--- src/rtl/ysyx_25040109_lsu_pkg.sv ---
// Shared constants, state encoding and access-legality helper for the load/store unit.
package ysyx_25040109_lsu_pkg;

    localparam int LSU_XLEN = 32;

    localparam logic [6:0] OP_LOAD  = 7'b0000011;
    localparam logic [6:0] OP_STORE = 7'b0100011;

    localparam logic [2:0] F3_LB  = 3'b000;
    localparam logic [2:0] F3_LH  = 3'b001;
    localparam logic [2:0] F3_LW  = 3'b010;
    localparam logic [2:0] F3_LBU = 3'b100;
    localparam logic [2:0] F3_LHU = 3'b101;
    localparam logic [2:0] F3_SB  = 3'b000;
    localparam logic [2:0] F3_SH  = 3'b001;
    localparam logic [2:0] F3_SW  = 3'b010;

    typedef enum logic [1:0] {
        ST_IDLE = 2'b00,
        ST_REQ  = 2'b01,
        ST_WAIT = 2'b10,
        ST_DONE = 2'b11
    } lsu_state_e;

    // Both type flags set is treated as an illegal encoding, like a bad funct3.
    function automatic logic lsu_access_err(input logic       is_load,
                                            input logic       is_store,
                                            input logic [2:0] funct3,
                                            input logic       misalign);
        logic err;
        err = 1'b0;
        if (is_load && is_store) begin
            err = 1'b1;
        end else if (is_load) begin
            err = (funct3 == 3'b011) | (funct3 == 3'b110) | (funct3 == 3'b111) | misalign;
        end else if (is_store) begin
            err = (funct3 > F3_SW) | misalign;
        end else begin
            err = 1'b0;
        end
        return err;
    endfunction

endpackage

--- src/rtl/ysyx_25040109_lsu_if.sv ---
// Memory-side request/response bus between the LSU (master) and memory (slave).
interface ysyx_25040109_lsu_if #(
    parameter int ADDR_W = 32,
    parameter int DATA_W = 32
);
    logic              mem_req_valid;
    logic              mem_req_ready;
    logic              mem_we;
    logic [ADDR_W-1:0] mem_addr;
    logic [DATA_W-1:0] mem_wdata;
    logic [3:0]        mem_wmask;
    logic              mem_rsp_valid;
    logic [DATA_W-1:0] mem_rdata;

    modport master (
        output mem_req_valid, mem_we, mem_addr, mem_wdata, mem_wmask,
        input  mem_req_ready, mem_rsp_valid, mem_rdata
    );

    modport slave (
        input  mem_req_valid, mem_we, mem_addr, mem_wdata, mem_wmask,
        output mem_req_ready, mem_rsp_valid, mem_rdata
    );
endinterface

--- src/rtl/ysyx_25040109_lsu_align.sv ---
// Byte-lane steering for stores, load extraction/extension and misalignment detection.
module ysyx_25040109_lsu_align
    import ysyx_25040109_lsu_pkg::*;
(
    input  logic [2:0]          funct3,
    input  logic [1:0]          addr_lo,
    input  logic [LSU_XLEN-1:0] wdata,
    input  logic [LSU_XLEN-1:0] rdata,
    output logic [3:0]          wmask,
    output logic [LSU_XLEN-1:0] wdata_pos,
    output logic [LSU_XLEN-1:0] ldata,
    output logic                misalign
);

    logic [LSU_XLEN-1:0] shifted_s;

    // Size field funct3[1:0] drives alignment and store-lane placement.
    always_comb begin
        misalign  = 1'b0;
        wmask     = 4'b0000;
        wdata_pos = {LSU_XLEN{1'b0}};
        case (funct3[1:0])
            2'b00: begin
                wmask     = 4'b0001 << addr_lo;
                wdata_pos = {4{wdata[7:0]}};
            end
            2'b01: begin
                misalign  = addr_lo[0];
                wmask     = addr_lo[1] ? 4'b1100 : 4'b0011;
                wdata_pos = {2{wdata[15:0]}};
            end
            2'b10: begin
                misalign  = (addr_lo != 2'b00);
                wmask     = 4'b1111;
                wdata_pos = wdata;
            end
            default: begin
                misalign  = 1'b0;
                wmask     = 4'b0000;
                wdata_pos = {LSU_XLEN{1'b0}};
            end
        endcase
    end

    // Bring the addressed byte/halfword down to bit 0, then extend.
    always_comb begin
        shifted_s = rdata >> {addr_lo, 3'b000};
        ldata     = {LSU_XLEN{1'b0}};
        case (funct3)
            F3_LB:   ldata = {{24{shifted_s[7]}}, shifted_s[7:0]};
            F3_LBU:  ldata = {24'h000000, shifted_s[7:0]};
            F3_LH:   ldata = {{16{shifted_s[15]}}, shifted_s[15:0]};
            F3_LHU:  ldata = {16'h0000, shifted_s[15:0]};
            F3_LW:   ldata = shifted_s;
            default: ldata = {LSU_XLEN{1'b0}};
        endcase
    end

endmodule

--- src/rtl/ysyx_25040109_lsu.sv ---
// Blocking load/store unit: one outstanding access, results handed to writeback.
module ysyx_25040109_lsu
    import ysyx_25040109_lsu_pkg::*;
#(
    parameter int ADDR_W = 32,
    parameter int DATA_W = 32
) (
    input  logic                 clk,
    input  logic                 rst_n,
    input  logic                 req_valid,
    output logic                 req_ready,
    input  logic                 req_is_load,
    input  logic                 req_is_store,
    input  logic [2:0]           req_funct3,
    input  logic [ADDR_W-1:0]    req_addr,
    input  logic [DATA_W-1:0]    req_wdata,
    input  logic [4:0]           req_rd,
    ysyx_25040109_lsu_if.master  mem,
    output logic                 wb_valid,
    input  logic                 wb_ready,
    output logic                 wb_we,
    output logic [4:0]           wb_rd,
    output logic [DATA_W-1:0]    wb_data,
    output logic                 wb_err
);

    lsu_state_e        state_r, state_nxt_s;
    logic [2:0]        f3_r;
    logic [1:0]        addr_lo_r;
    logic              is_load_r;
    logic [ADDR_W-1:0] mem_addr_r;
    logic [DATA_W-1:0] mem_wdata_r;
    logic [3:0]        mem_wmask_r;
    logic              mem_we_r;
    logic              wb_we_r;
    logic [4:0]        wb_rd_r;
    logic [DATA_W-1:0] wb_data_r;
    logic              wb_err_r;

    logic [2:0]        align_f3_s;
    logic [1:0]        align_lo_s;
    logic [3:0]        wmask_s;
    logic [DATA_W-1:0] wdata_pos_s;
    logic [DATA_W-1:0] ldata_s;
    logic              misalign_s;
    logic              accept_s;
    logic              access_err_s;
    logic              store_ok_s;

    // In IDLE the aligner checks the incoming request; afterwards it serves the captured access.
    assign align_f3_s   = (state_r == ST_IDLE) ? req_funct3    : f3_r;
    assign align_lo_s   = (state_r == ST_IDLE) ? req_addr[1:0] : addr_lo_r;
    assign accept_s     = req_valid & req_ready & (req_is_load | req_is_store);
    assign access_err_s = lsu_access_err(req_is_load, req_is_store, req_funct3, misalign_s);
    assign store_ok_s   = req_is_store & ~req_is_load & ~access_err_s;

    ysyx_25040109_lsu_align u_align (
        .funct3    (align_f3_s),
        .addr_lo   (align_lo_s),
        .wdata     (req_wdata),
        .rdata     (mem.mem_rdata),
        .wmask     (wmask_s),
        .wdata_pos (wdata_pos_s),
        .ldata     (ldata_s),
        .misalign  (misalign_s)
    );

    // State register.
    always_ff @(posedge clk or negedge rst_n) begin
        if (!rst_n) begin
            state_r <= ST_IDLE;
        end else begin
            state_r <= state_nxt_s;
        end
    end

    // Next-state logic; errors skip the bus entirely.
    always_comb begin
        state_nxt_s = state_r;
        case (state_r)
            ST_IDLE: begin
                if (accept_s) begin
                    state_nxt_s = access_err_s ? ST_DONE : ST_REQ;
                end else begin
                    state_nxt_s = ST_IDLE;
                end
            end
            ST_REQ:  state_nxt_s = mem.mem_req_ready ? ST_WAIT : ST_REQ;
            ST_WAIT: state_nxt_s = mem.mem_rsp_valid ? ST_DONE : ST_WAIT;
            ST_DONE: state_nxt_s = wb_ready ? ST_IDLE : ST_DONE;
            default: state_nxt_s = ST_IDLE;
        endcase
    end

    // Handshake outputs decoded from the state register.
    always_comb begin
        req_ready         = 1'b0;
        mem.mem_req_valid = 1'b0;
        wb_valid          = 1'b0;
        case (state_r)
            ST_IDLE: req_ready         = 1'b1;
            ST_REQ:  mem.mem_req_valid = 1'b1;
            ST_WAIT: wb_valid          = 1'b0;
            ST_DONE: wb_valid          = 1'b1;
            default: req_ready         = 1'b0;
        endcase
    end

    // Capture registers: bus fields at accept, load data at response, cleared after writeback.
    always_ff @(posedge clk or negedge rst_n) begin
        if (!rst_n) begin
            f3_r        <= 3'b000;
            addr_lo_r   <= 2'b00;
            is_load_r   <= 1'b0;
            mem_addr_r  <= {ADDR_W{1'b0}};
            mem_wdata_r <= {DATA_W{1'b0}};
            mem_wmask_r <= 4'b0000;
            mem_we_r    <= 1'b0;
            wb_we_r     <= 1'b0;
            wb_rd_r     <= 5'd0;
            wb_data_r   <= {DATA_W{1'b0}};
            wb_err_r    <= 1'b0;
        end else if (accept_s) begin
            f3_r        <= req_funct3;
            addr_lo_r   <= req_addr[1:0];
            is_load_r   <= req_is_load & ~req_is_store;
            mem_addr_r  <= {req_addr[ADDR_W-1:2], 2'b00};
            mem_wdata_r <= store_ok_s ? wdata_pos_s : {DATA_W{1'b0}};
            mem_wmask_r <= store_ok_s ? wmask_s : 4'b0000;
            mem_we_r    <= store_ok_s;
            wb_we_r     <= req_is_load & ~req_is_store & ~access_err_s;
            wb_rd_r     <= req_rd;
            wb_data_r   <= {DATA_W{1'b0}};
            wb_err_r    <= access_err_s;
        end else if ((state_r == ST_WAIT) && mem.mem_rsp_valid) begin
            wb_data_r <= is_load_r ? ldata_s : {DATA_W{1'b0}};
        end else if ((state_r == ST_DONE) && wb_ready) begin
            wb_we_r   <= 1'b0;
            wb_rd_r   <= 5'd0;
            wb_data_r <= {DATA_W{1'b0}};
            wb_err_r  <= 1'b0;
        end
    end

    assign mem.mem_addr  = mem_addr_r;
    assign mem.mem_wdata = mem_wdata_r;
    assign mem.mem_wmask = mem_wmask_r;
    assign mem.mem_we    = mem_we_r;
    assign wb_we         = wb_we_r;
    assign wb_rd         = wb_rd_r;
    assign wb_data       = wb_data_r;
    assign wb_err        = wb_err_r;

endmodule
--- src/flat_wrapper.sv ---
// flat-port wrapper written by rule: the top's interface ports become plain ports
module ysyx_25040109_lsu_flat import ysyx_25040109_lsu_pkg::*;
#(
    parameter int ADDR_W = 32,
    parameter int DATA_W = 32
)
  (clk, rst_n, req_valid, req_ready, req_is_load, req_is_store, req_funct3, req_addr, req_wdata, req_rd, wb_valid, wb_ready, wb_we, wb_rd, wb_data, wb_err, mem_mem_req_valid, mem_mem_we, mem_mem_addr, mem_mem_wdata, mem_mem_wmask, mem_mem_req_ready, mem_mem_rsp_valid, mem_mem_rdata);
  ysyx_25040109_lsu_if #(.ADDR_W(ADDR_W), .DATA_W(DATA_W)) mem_i ();
  input  logic clk;
  input  logic rst_n;
  input  logic req_valid;
  output logic req_ready;
  input  logic req_is_load;
  input  logic req_is_store;
  input  logic [2:0] req_funct3;
  input  logic [ADDR_W-1:0] req_addr;
  input  logic [DATA_W-1:0] req_wdata;
  input  logic [4:0] req_rd;
  output logic wb_valid;
  input  logic wb_ready;
  output logic wb_we;
  output logic [4:0] wb_rd;
  output logic [DATA_W-1:0] wb_data;
  output logic wb_err;
  output wire logic [$bits(mem_i.mem_req_valid)-1:0] mem_mem_req_valid;
  output wire logic [$bits(mem_i.mem_we)-1:0] mem_mem_we;
  output wire logic [$bits(mem_i.mem_addr)-1:0] mem_mem_addr;
  output wire logic [$bits(mem_i.mem_wdata)-1:0] mem_mem_wdata;
  output wire logic [$bits(mem_i.mem_wmask)-1:0] mem_mem_wmask;
  input wire logic [$bits(mem_i.mem_req_ready)-1:0] mem_mem_req_ready;
  input wire logic [$bits(mem_i.mem_rsp_valid)-1:0] mem_mem_rsp_valid;
  input wire logic [$bits(mem_i.mem_rdata)-1:0] mem_mem_rdata;
  assign mem_mem_req_valid = mem_i.mem_req_valid;
  assign mem_mem_we = mem_i.mem_we;
  assign mem_mem_addr = mem_i.mem_addr;
  assign mem_mem_wdata = mem_i.mem_wdata;
  assign mem_mem_wmask = mem_i.mem_wmask;
  assign mem_i.mem_req_ready = mem_mem_req_ready;
  assign mem_i.mem_rsp_valid = mem_mem_rsp_valid;
  assign mem_i.mem_rdata = mem_mem_rdata;
  ysyx_25040109_lsu #(.ADDR_W(ADDR_W), .DATA_W(DATA_W)) u_core (.clk(clk), .rst_n(rst_n), .req_valid(req_valid), .req_ready(req_ready), .req_is_load(req_is_load), .req_is_store(req_is_store), .req_funct3(req_funct3), .req_addr(req_addr), .req_wdata(req_wdata), .req_rd(req_rd), .mem(mem_i), .wb_valid(wb_valid), .wb_ready(wb_ready), .wb_we(wb_we), .wb_rd(wb_rd), .wb_data(wb_data), .wb_err(wb_err));
endmodule
--- config.mk ---
export PLATFORM = sky130hd
export DESIGN_NAME = ysyx_25040109_lsu_flat
export DESIGN_NICKNAME = d
export VERILOG_FILES = /design/src/rtl/ysyx_25040109_lsu_pkg.sv /design/src/rtl/ysyx_25040109_lsu_if.sv /design/src/rtl/ysyx_25040109_lsu_align.sv /design/src/rtl/ysyx_25040109_lsu.sv /design/src/flat_wrapper.sv
export SDC_FILE = /design/constraint.sdc
export NUM_CORES = 1
export LEC_CHECK = 0
export CAP_MARGIN = 10
export CORE_ASPECT_RATIO = 2
export CORE_MARGIN = 5
export CORE_UTILIZATION = 55
export DETAILED_ROUTE_END_ITERATION = 6
export DONT_BUFFER_PORTS = 1
export PLACE_DENSITY = 0.68
export SETUP_SLACK_MARGIN = 0.4
export SLEW_MARGIN = 20
export SYNTH_ARGS = -nofsm -noshare
export SYNTH_HDL_FRONTEND = slang
export SYNTH_SLANG_ARGS = --single-unit
export TNS_END_PERCENT = 100
--- constraint.sdc ---
create_clock -name clk -period 3 [get_ports clk]
set_input_delay 0.6 -clock clk [delete_from_list [all_inputs] [get_ports clk]]
set_output_delay 0.6 -clock clk [all_outputs]
set_load 0.01 [all_outputs]
# Yosys cells after proc, flatten, opt, wreduce, memory -nomap -nowiden
# Cells that the tools add are included.
dict set report word_totals {
  in_bits 112
  output_inout_bits 111
  wordCells 84
  ff_bits 114
}
dict set report op_classes {
  bitwise 14
  shifts 2
  n_lt_le_gt_ge 1
  eq_ne 13
  mux 32
  n_reduce_logical 10
}
# op count
set op_table {}
lappend op_table {{32-bit 2-to-1 mux} 5}
lappend op_table {{32-bit case mux with 5 select lines} 1}
lappend op_table {{32-bit case mux with 3 select lines} 1}
lappend op_table {{32-bit by 5-bit >> shifter with 32-bit output} 1}
lappend op_table {{5-bit 2-to-1 mux} 3}
lappend op_table {{3-bit equality test, second input constant} 4}
lappend op_table {{4-bit case mux with 3 select lines} 1}
lappend op_table {{1-bit 2-to-1 mux} 11}
lappend op_table {{2-bit 2-to-1 mux} 5}
lappend op_table {{4-bit 2-to-1 mux} 2}
lappend op_table {{2-bit case mux with 4 select lines} 1}
lappend op_table {{1-bit bitwise AND} 6}
lappend op_table {{2-bit equality test, second input constant} 3}
lappend op_table {{3-bit by 2-bit equality test with 1-bit output, second input constant} 2}
lappend op_table {{1-bit OR} 5}
lappend op_table {{2-bit by 1-bit equality test with 1-bit output, second input constant} 2}
lappend op_table {{2-bit logical NOT} 2}
lappend op_table {{2-bit nonzero test} 2}
lappend op_table {{1-bit by 2-bit << shifter with 4-bit output, first input constant} 1}
lappend op_table {{3-bit by 1-bit equality test with 1-bit output, second input constant} 1}
lappend op_table {{3-bit by 2-bit > comparator with 1-bit output, second input constant} 1}
lappend op_table {{1-bit logical AND} 3}
lappend op_table {{3-bit logical NOT} 1}
lappend op_table {{3-bit 2-to-1 mux} 1}
lappend op_table {{5 further kinds} 7}

# Longest topological paths before layout
# Gate-level depths: netlist of run 1.
dict set report logic_depth {
  depth_word 11
  ltp_mapped 11
  ltp_nobuf 9
}

# By module
# Synthesis of run 1 repeated with hierarchy kept, for this count alone.
dict set report unflattened {
  cells_unflattened 573
  area_unflattened_um2 5890.6
}
# module cells_each instances area_per_inst_um2 seq_area_each_um2
set by_module_without_submodules {}
lappend by_module_without_submodules {ysyx_25040109_lsu 348 1 4474.3 2852.7}
lappend by_module_without_submodules {ysyx_25040109_lsu_align 225 1 1416.4 0.0}

# Worst setup path after synthesis of run 1
# OpenSTA, ideal clock, no wires.
dict set report synth_path {
  path_type {reg-to-reg}
  from {register u_core.state_r[1]}
  to {register u_core.mem_wdata_r[20], in the netlist u_core.mem.mem_wdata[20]}
  arrival_time_ns 2.360
  path_stages_with_launch 11
  slack_ns 0.557
  period_less_slack_ns 2.443
  setup_time_ns 0.083
  required_ns 2.917
  path_buffers 3
  path_cell_list {dfrtp_1 -> or2_1 -> inv_2 -> mux2i_1 -> ha_1 -> clkbuf_1 -> nor2b_1 -> clkbuf_1 -> clkbuf_1 -> a22oi_1 -> o21ai_0}
}
dict set report synth_between {
  word_cells_on_any_way 20
  cone_classes {eq/ne: 2; mux: 9; bitwise: 6; reduce/logical: 3}
}
# item line
set synth_lines {}
lappend synth_lines {{start: declaration} ysyx_25040109_lsu.sv:27} ;# lsu_state_e state_r, state_nxt_s;
lappend synth_lines {{start signal: assignment} ysyx_25040109_lsu.sv:73} ;# state_r <= state_nxt_s;
lappend synth_lines {{2-bit logical NOT} ysyx_25040109_lsu.sv:100} ;# case (state_r)
lappend synth_lines {{1-bit 2-to-1 mux} ysyx_25040109_lsu.sv:100}
lappend synth_lines {{named net req_ready} flat_wrapper.sv:12} ;# output logic req_ready;
lappend synth_lines {{1-bit bitwise AND (2 in a row)} ysyx_25040109_lsu.sv:53} ;# assign accept_s = req_valid & req_ready & (req_is_load | req_is_store);
lappend synth_lines {{end signal: assignment} ysyx_25040109_lsu.sv:116} ;# mem_wdata_r <= {DATA_W{1'b0}};
lappend synth_lines {{end signal: assignment} ysyx_25040109_lsu.sv:128} ;# mem_wdata_r <= store_ok_s ? wdata_pos_s : {DATA_W{1'b0}};
lappend synth_lines {{end: declaration} ysyx_25040109_lsu.sv:32} ;# logic [DATA_W-1:0] mem_wdata_r;
# The timed path passes the listed nets, and every way through them passes these cells.
# A chain may end at the register's enable or synchronous reset.

# Worst setup path in the final report of run 1
dict set report layout_path {
  from {register u_core.state_r[1]}
  to {register u_core.mem_wdata_r[1], in the netlist u_core.mem.mem_wdata[1]}
}
# Same word-level chain as after synthesis.

==> results.md, run 1 <==
- Hold slack: -0.118 ns
- Reg2reg path depth: 8
- Port Buf Inserts: 0
- Slew HR: 57.7%
- CTS buffer count: 17
- Area Growth Syn to Fin: 13.5%
- Failing checks: negative hold slack
- Clk slew on worst S/H paths: 0.06 ns
- Cells after DPL: 659
- Post-Syn Area: 5330 um2
- Highest clock rate: 396 MHz
- WL final: 15.6 mm
- Synth top cells by count: nand2_1 (163), dfrtp_1 (114), a22oi_1 (31)
- Htree depth: 4
- #FFs+latches synth: 114
- Vias/cell: 6.14
- Final #Nets: 663
- Part of the cycle the worst path needs: 84.1%
- Die area: 11900 um2
- Power Density: 1180 nW/um2
- Initial DRC count: 248
- Register-to-register path setup slack: 0.48 ns
- Via count: 4250
- Maximum VDD drop: 0.000640 V
- Slew @ Worst Pin: 0.634 ns
- DRC violations left: 0
- Unrepaired setup endpoints after global routing: false
- EDFF count, synth: 0
- Area after DPL: 5390 um2
- Post-DP HPWL: 11.3 mm
- Starting Density: 55.3%
- Crit end category: flip-flop
- Final ANT Viol Nets: 0
- Initial antenna violation count: 0
- Layout cells sized above 1: 11.8%
- Die W: 79.6 um
- Number of global-route vias before repair: 4398
- Synth top area cells: dfrtp_1 (54%), nand2_1 (11%), a22oi_1 (4.4%), mux2i_1 (3.4%), a21oi_1 (2.8%)
- TritonCTS clock tree: built
- Final Hold Viols: 114
- CP Max Fanout: 8
- Post-synth ARST share: 100%
- Core Footprint: 9640 um2
- Fin area: 6050 um2
- Run status: finished, violations left
- Largest net degree at the start of global routing: 115
- GRT overflow: 0
- Avg Inst Size Synth: 9.61 um2
- Pins Over Slew Limit: 0
- WL/cell: 22.6 um
- Primary FF master, synth: dfrtp_1
- First-pass GRT wire length: 24.4 mm
- CTS Root Cell: clkbuf_16
- # rows: 51
- Leak pwr: 2.92 nW
- FF-to-FF Start: u_core.state_r[1]
- WP data required: 3.29 ns
- Total GRT Usage: 27.0%
- Top cell type's share of synthesized area: 53.5%
- Cell count after synthesis: 555
- RD Place Congestion: 0.807
- CP startpoint kind: flip-flop
- Yosys top cell by area: dfrtp_1
- Die Y-Extent: 149 um
- Syn. warnings: 0
- Top-count cell post-synth: nand2_1
- CP Class: flip-flop to flip-flop
- Worst hold path class: input port to async pin
- Sequential area share after synthesis: 53.5%
- R2R Path End: u_core.mem.mem_wdata[1]
- Post-route insts no fill: 692
- Unique masters post-synth: 50
- Sink Count: 114
- Max_cap viols: 0
- Antenna diodes: 0
- I/O pin cnt: 223
- Final setup violation count: 0
- Worst EP arrival: 2.81 ns
- Clock Latency Late Sink: 0.41 ns
- First-pass iteration count of the detailed router: 4
- Min Tclk post-route: 2.52 ns
- Clock Tree Buf Depth: 2
- Setup_tns: 0 ns
- Clock Skew: 0.00618 ns
metrics by stage:
step	util, %	worst slack (ns)	hold slack [ns]	total power [mW]
6_report	62.8	0.478	-0.118	7.15
3_3_place_gp	55.9	0.373	0.308	4.92
3_5_place_dp	55.9	0.251	0.307	5.01
2_1_floorplan	-	0.557	0.304	4.38
5_1_grt	62.8	0.386	-0.143	7.59
4_1_cts	62.5	0.352	-0.134	7.13
final cells by class:
type	count	area, um2
fillers	793	3580
flip-flops and latches	114	2850
multi-input cells	393	2280
clock buffers	20	457
well taps	132	165
clock inverters	12	156
repair buffers	15	116
inverters	6	25.0
cells by family (layout without fill, tap and decap cells):
logic type / count (synthesis) / count (layout) / share of synthesized area (%)
AND/OR/NAND/NOR: 208 / 208 / 16.2
AO/OA/AOI/OAI: 160 / 160 / 21.1
flip-flops: 114 / 114 / 53.5
buffers and inverters: 49 / 53 / 4.60
multiplexers: 19 / 19 / 3.59
adder cells (fa/ha/maj): 4 / 4 / 0.939
other: 1 / 2 / 0.0703
worst max-delay path by stage:
stage	start	to	slack (ns)	cells after the start
global placement	u_core.state_r[1]	u_core.mem.mem_wdata[6]	0.37	9
finish	u_core.state_r[1]	u_core.mem.mem_wdata[1]	0.48	8
floorplan	u_core.state_r[1]	u_core.mem.mem_wdata[20]	0.56	10
CTS	u_core.state_r[1]	u_core.mem.mem_wdata[5]	0.35	8
global route	u_core.state_r[1]	u_core.mem.mem_wmask[2]	0.39	10
detailed placement	u_core.state_r[1]	u_core.mem.mem_wdata[5]	0.25	9
sequential cells by signal, indices dropped and copies added, names as in the netlist, 2 cells and up:
register and flops:
u_core.mem.mem_wdata 32, u_core.wb_data 32, u_core.mem.mem_addr 30, u_core.wb_rd 5, u_core.mem.mem_wmask 4, u_core.f3_r 3, u_core.addr_lo_r 2, u_core.state_r 2
layer usage:
metal,track usage [%],up-vias,wire length (um)
met3,11.8,28,1510
met4,10.8,0,450
met2,46.5,202,8410
li1,-,1955,-
met5,0,-,0
met1,28.3,2065,5230
critical path: stages (launching register included):
cell	delay, ns
dfrtp_1	0.38
or2_1	0.30
inv_4	0.14
mux2i_4	0.26
ha_1	0.27
a211oi_1	0.32
o21ai_2	0.13
and4b_2	0.34
a32o_1	0.27
timing repair:
| action | in CTS | in global routing |
|---|---|---|
| hold endpoints to repair | 114 | 114 |
| pin swaps | 1 | 1 |
| setup buffers | 0 | 1 |
| setup endpoints to repair | 49 | 45 |
| resized for setup | 6 | 6 |
where the power goes:
group          switching (mW)  internal (mW)  total (mW)
logic                    1.51          0.944        2.45
clock network           0.724           1.35        2.07
registers               0.595           2.03        2.62
cells in the final DEF (no fill, tap or decap), types with 5 or more instances in the layout:
| cell type | Yosys | routed |
|---|---|---|
| a32o_1 | 10 | 10 |
| o2111ai_1 | 8 | 8 |
| inv_1 | 5 | 5 |
| buf_4 | 4 | 14 |
| a22oi_1 | 31 | 31 |
| o211ai_1 | 9 | 9 |
| clkbuf_16 | 0 | 17 |
| nor2_1 | 13 | 12 |
| a22o_1 | 12 | 12 |
| mux2i_1 | 18 | 17 |
| dfrtp_1 | 114 | 114 |
| a21oi_1 | 30 | 29 |
| nand3_1 | 11 | 11 |
| nand2_1 | 163 | 163 |
| a2bb2oi_1 | 8 | 8 |
| o21ai_0 | 27 | 27 |
(Power assumes the default switching activity.)
==> run 2, diff against run 1 <==
- clock period: 3 -> 2.4 ns (I/O delays scaled with it)
==> results.md, run 2 (synthesized netlist as in run 1, its figures left out) <==
- Part of the cycle the worst path needs: 99.6%
- Sink Count: 114
- Crit end category: flip-flop
- Fin area: 7260 um2
- Die area: 11900 um2
- I/O pin cnt: 223
- Final Hold Viols: 114
- Power Density: 1440 nW/um2
- Core Footprint: 9640 um2
- Largest net degree at the start of global routing: 115
- Commonest non-fill, non-tap cell in the layout: nand2_1
- CTS buffer count: 17
- Final #Nets: 707
- CTS Root Cell: clkbuf_16
- Initial antenna violation count: 0
- Max_cap viols: 0
- Met3 wire length: 1.65 mm
- Fillcell total: 607
- CP Class: flip-flop to flip-flop
- WP data required: 2.72 ns
- Combinational share of power: 46.8%
- Vias/cell: 6.40
- Run status: finished, violations left
- Htree depth: 4
- Register-to-register path setup slack: 0.009 ns
- FF+latch area: 2850 um2
- Final setup violation count: 0
- Clk network pwr share: 21.7%
- DRC violations left: 0
- Power share of the sequential group: 31.5%
- Total GRT Usage: 28.0%
- Starting Density: 55.3%
- Port Buf Inserts: 0
- Slew @ Worst Pin: 0.615 ns
- GRT overflow: 0
- Top sig layer: met4
- First-pass iteration count of the detailed router: 5
- Metal-1 WL: 5.46 mm
- Pins Over Slew Limit: 0
- CP Max Fanout: 7
- Total internal power: 6.23 mW
- Layout cells sized above 1: 31.5%
- Antenna diodes: 0
- Worst EP arrival: 2.71 ns
- Clock Skew: 0.00863 ns
- # rows: 51
- Clock Latency Late Sink: 0.41 ns
- Footprint of the multi-input gates: 2960 um2
- Die Y-Extent: 149 um
- Via count: 4711
- Failing checks: negative hold slack
- Slew HR: 59.0%
- Die W: 79.6 um
- Leak pwr: 3.39 nW
- Unrepaired setup endpoints after global routing: true
- WL final: 17.7 mm
- First-pass GRT wire length: 25.3 mm
- Net Sw Power: 4.26 mW
- CP startpoint kind: flip-flop
- Min Tclk post-route: 2.39 ns
- WL/cell: 24.1 um
- RD Place Congestion: 0.854
- Reg2reg path depth: 12
- TritonCTS clock tree: built
- Number of global-route vias before repair: 4775
- Most frequent cells in the layout: nand2_1 (162), dfrtp_1 (114), a21oi_1 (28), buf_4 (28), a22oi_1 (25)
- Total power: 10.5 mW
- Highest clock rate: 418 MHz
- Area after DPL: 5590 um2
- Area Growth Syn to Fin: 36.1%
- Maximum VDD drop: 0.000963 V
- Final ANT Viol Nets: 0
- Clock Tree Buf Depth: 2
- Sw Share: 40.6%
- Clk slew on worst S/H paths: 0.05 ns
- Post-DP HPWL: 11.1 mm
- Hold slack: -0.228 ns
- Worst hold path class: input port to async pin
- Met2 wire length: 9.74 mm
- Initial DRC count: 270
## run 2: changes by cell type in the layout (fill, tap and decap cells not counted), sizes merged
| cell | previous run | this run |
|---|---|---|
| clkinvlp | 4 | 2 |
| inv | 7 | 6 |
| bufinv | 3 | 1 |
| o22a | 1 | 4 |
| clkbuf | 20 | 24 |
| a21oi | 30 | 31 |
| buf | 15 | 51 |
| clkinv | 4 | 8 |
| bufbuf | 0 | 1 |
## run 2: power by group through the flow
| stage | Combinational (mW) | Clock (mW) | Sequential, mW |
|---|---|---|---|
| 2_1_floorplan | 2.46 | 0 | 3.14 |
| 3_3_place_gp | 3.12 | 0 | 3.30 |
| 3_5_place_dp | 3.22 | 0 | 3.31 |
| 4_1_cts | 4.11 | 2.30 | 3.29 |
| 5_1_grt | 5.24 | 2.40 | 3.36 |
| 6_report | 4.91 | 2.28 | 3.30 |
## run 2: path summary, 6_finish.rpt
check                                   from                      end
max                        u_core.state_r[1]  u_core.mem.mem_wdata[9]
min                                    rst_n   u_core.mem.mem_addr[2]
max reg2reg                u_core.state_r[1]  u_core.mem.mem_wdata[9]
min reg2reg                 u_core.is_load_r         u_core.is_load_r
max in group asynchronous              rst_n  u_core.mem.mem_wdata[0]
min in group clk           mem_mem_req_ready        u_core.state_r[0]
## run 2: layout make-up
type | instances | share of cell area (%)
Clock buffer | 21 | 6.21
Clock inverter | 11 | 1.22
Inverter | 6 | 0.379
Multi-Input combinational cell | 397 | 40.8
Sequential cell | 114 | 39.3
Tap cell | 132 | 2.28
Timing Repair Buffer | 55 | 9.78
## run 2: critical path, cell delays in order, from the launching register on
cell and delay [ns]:
dfrtp_1 0.38, or2_4 0.28, inv_4 0.08, mux2i_4 0.27, inv_2 0.08, ha_4 0.17
a21boi_4 0.13, o21ai_2 0.17, buf_4 0.15, nand3_4 0.15, buf_12 0.17, buf_16 0.13
o21ai_2 0.15
## run 2: repair_timing
item	CTS	global route
pin swaps	30	24
endpoints found under the setup margin	77	109
gates resized for setup	94	51
cloned	6	4
setup buffers	17	11
endpoints found under the hold margin	114	114
## run 2: stage by stage
stage	hold WS (ns)	cells	setup WS [ns]	TNS (ns)	utilization, %
after global routing	-0.252	736	-0.0599	-1.05	75.3
after detailed placement	0.187	666	-0.0676	-0.434	58.0
final	-0.228	736	0.00898	0	75.3
after floorplan	0.184	556	0.176	0	-
after global placement	0.187	666	0.0239	0	58.0
after CTS	-0.241	721	0.0605	0	71.0
## run 2: metal layers
| metal | up-vias | track usage, % |
|---|---|---|
| met1 | 2344 | 26.6 |
| li1 | 2047 | - |
| met2 | 261 | 50.2 |
| met3 | 59 | 10.0 |
| met4 | 0 | 16.4 |
| met5 | - | 0 |
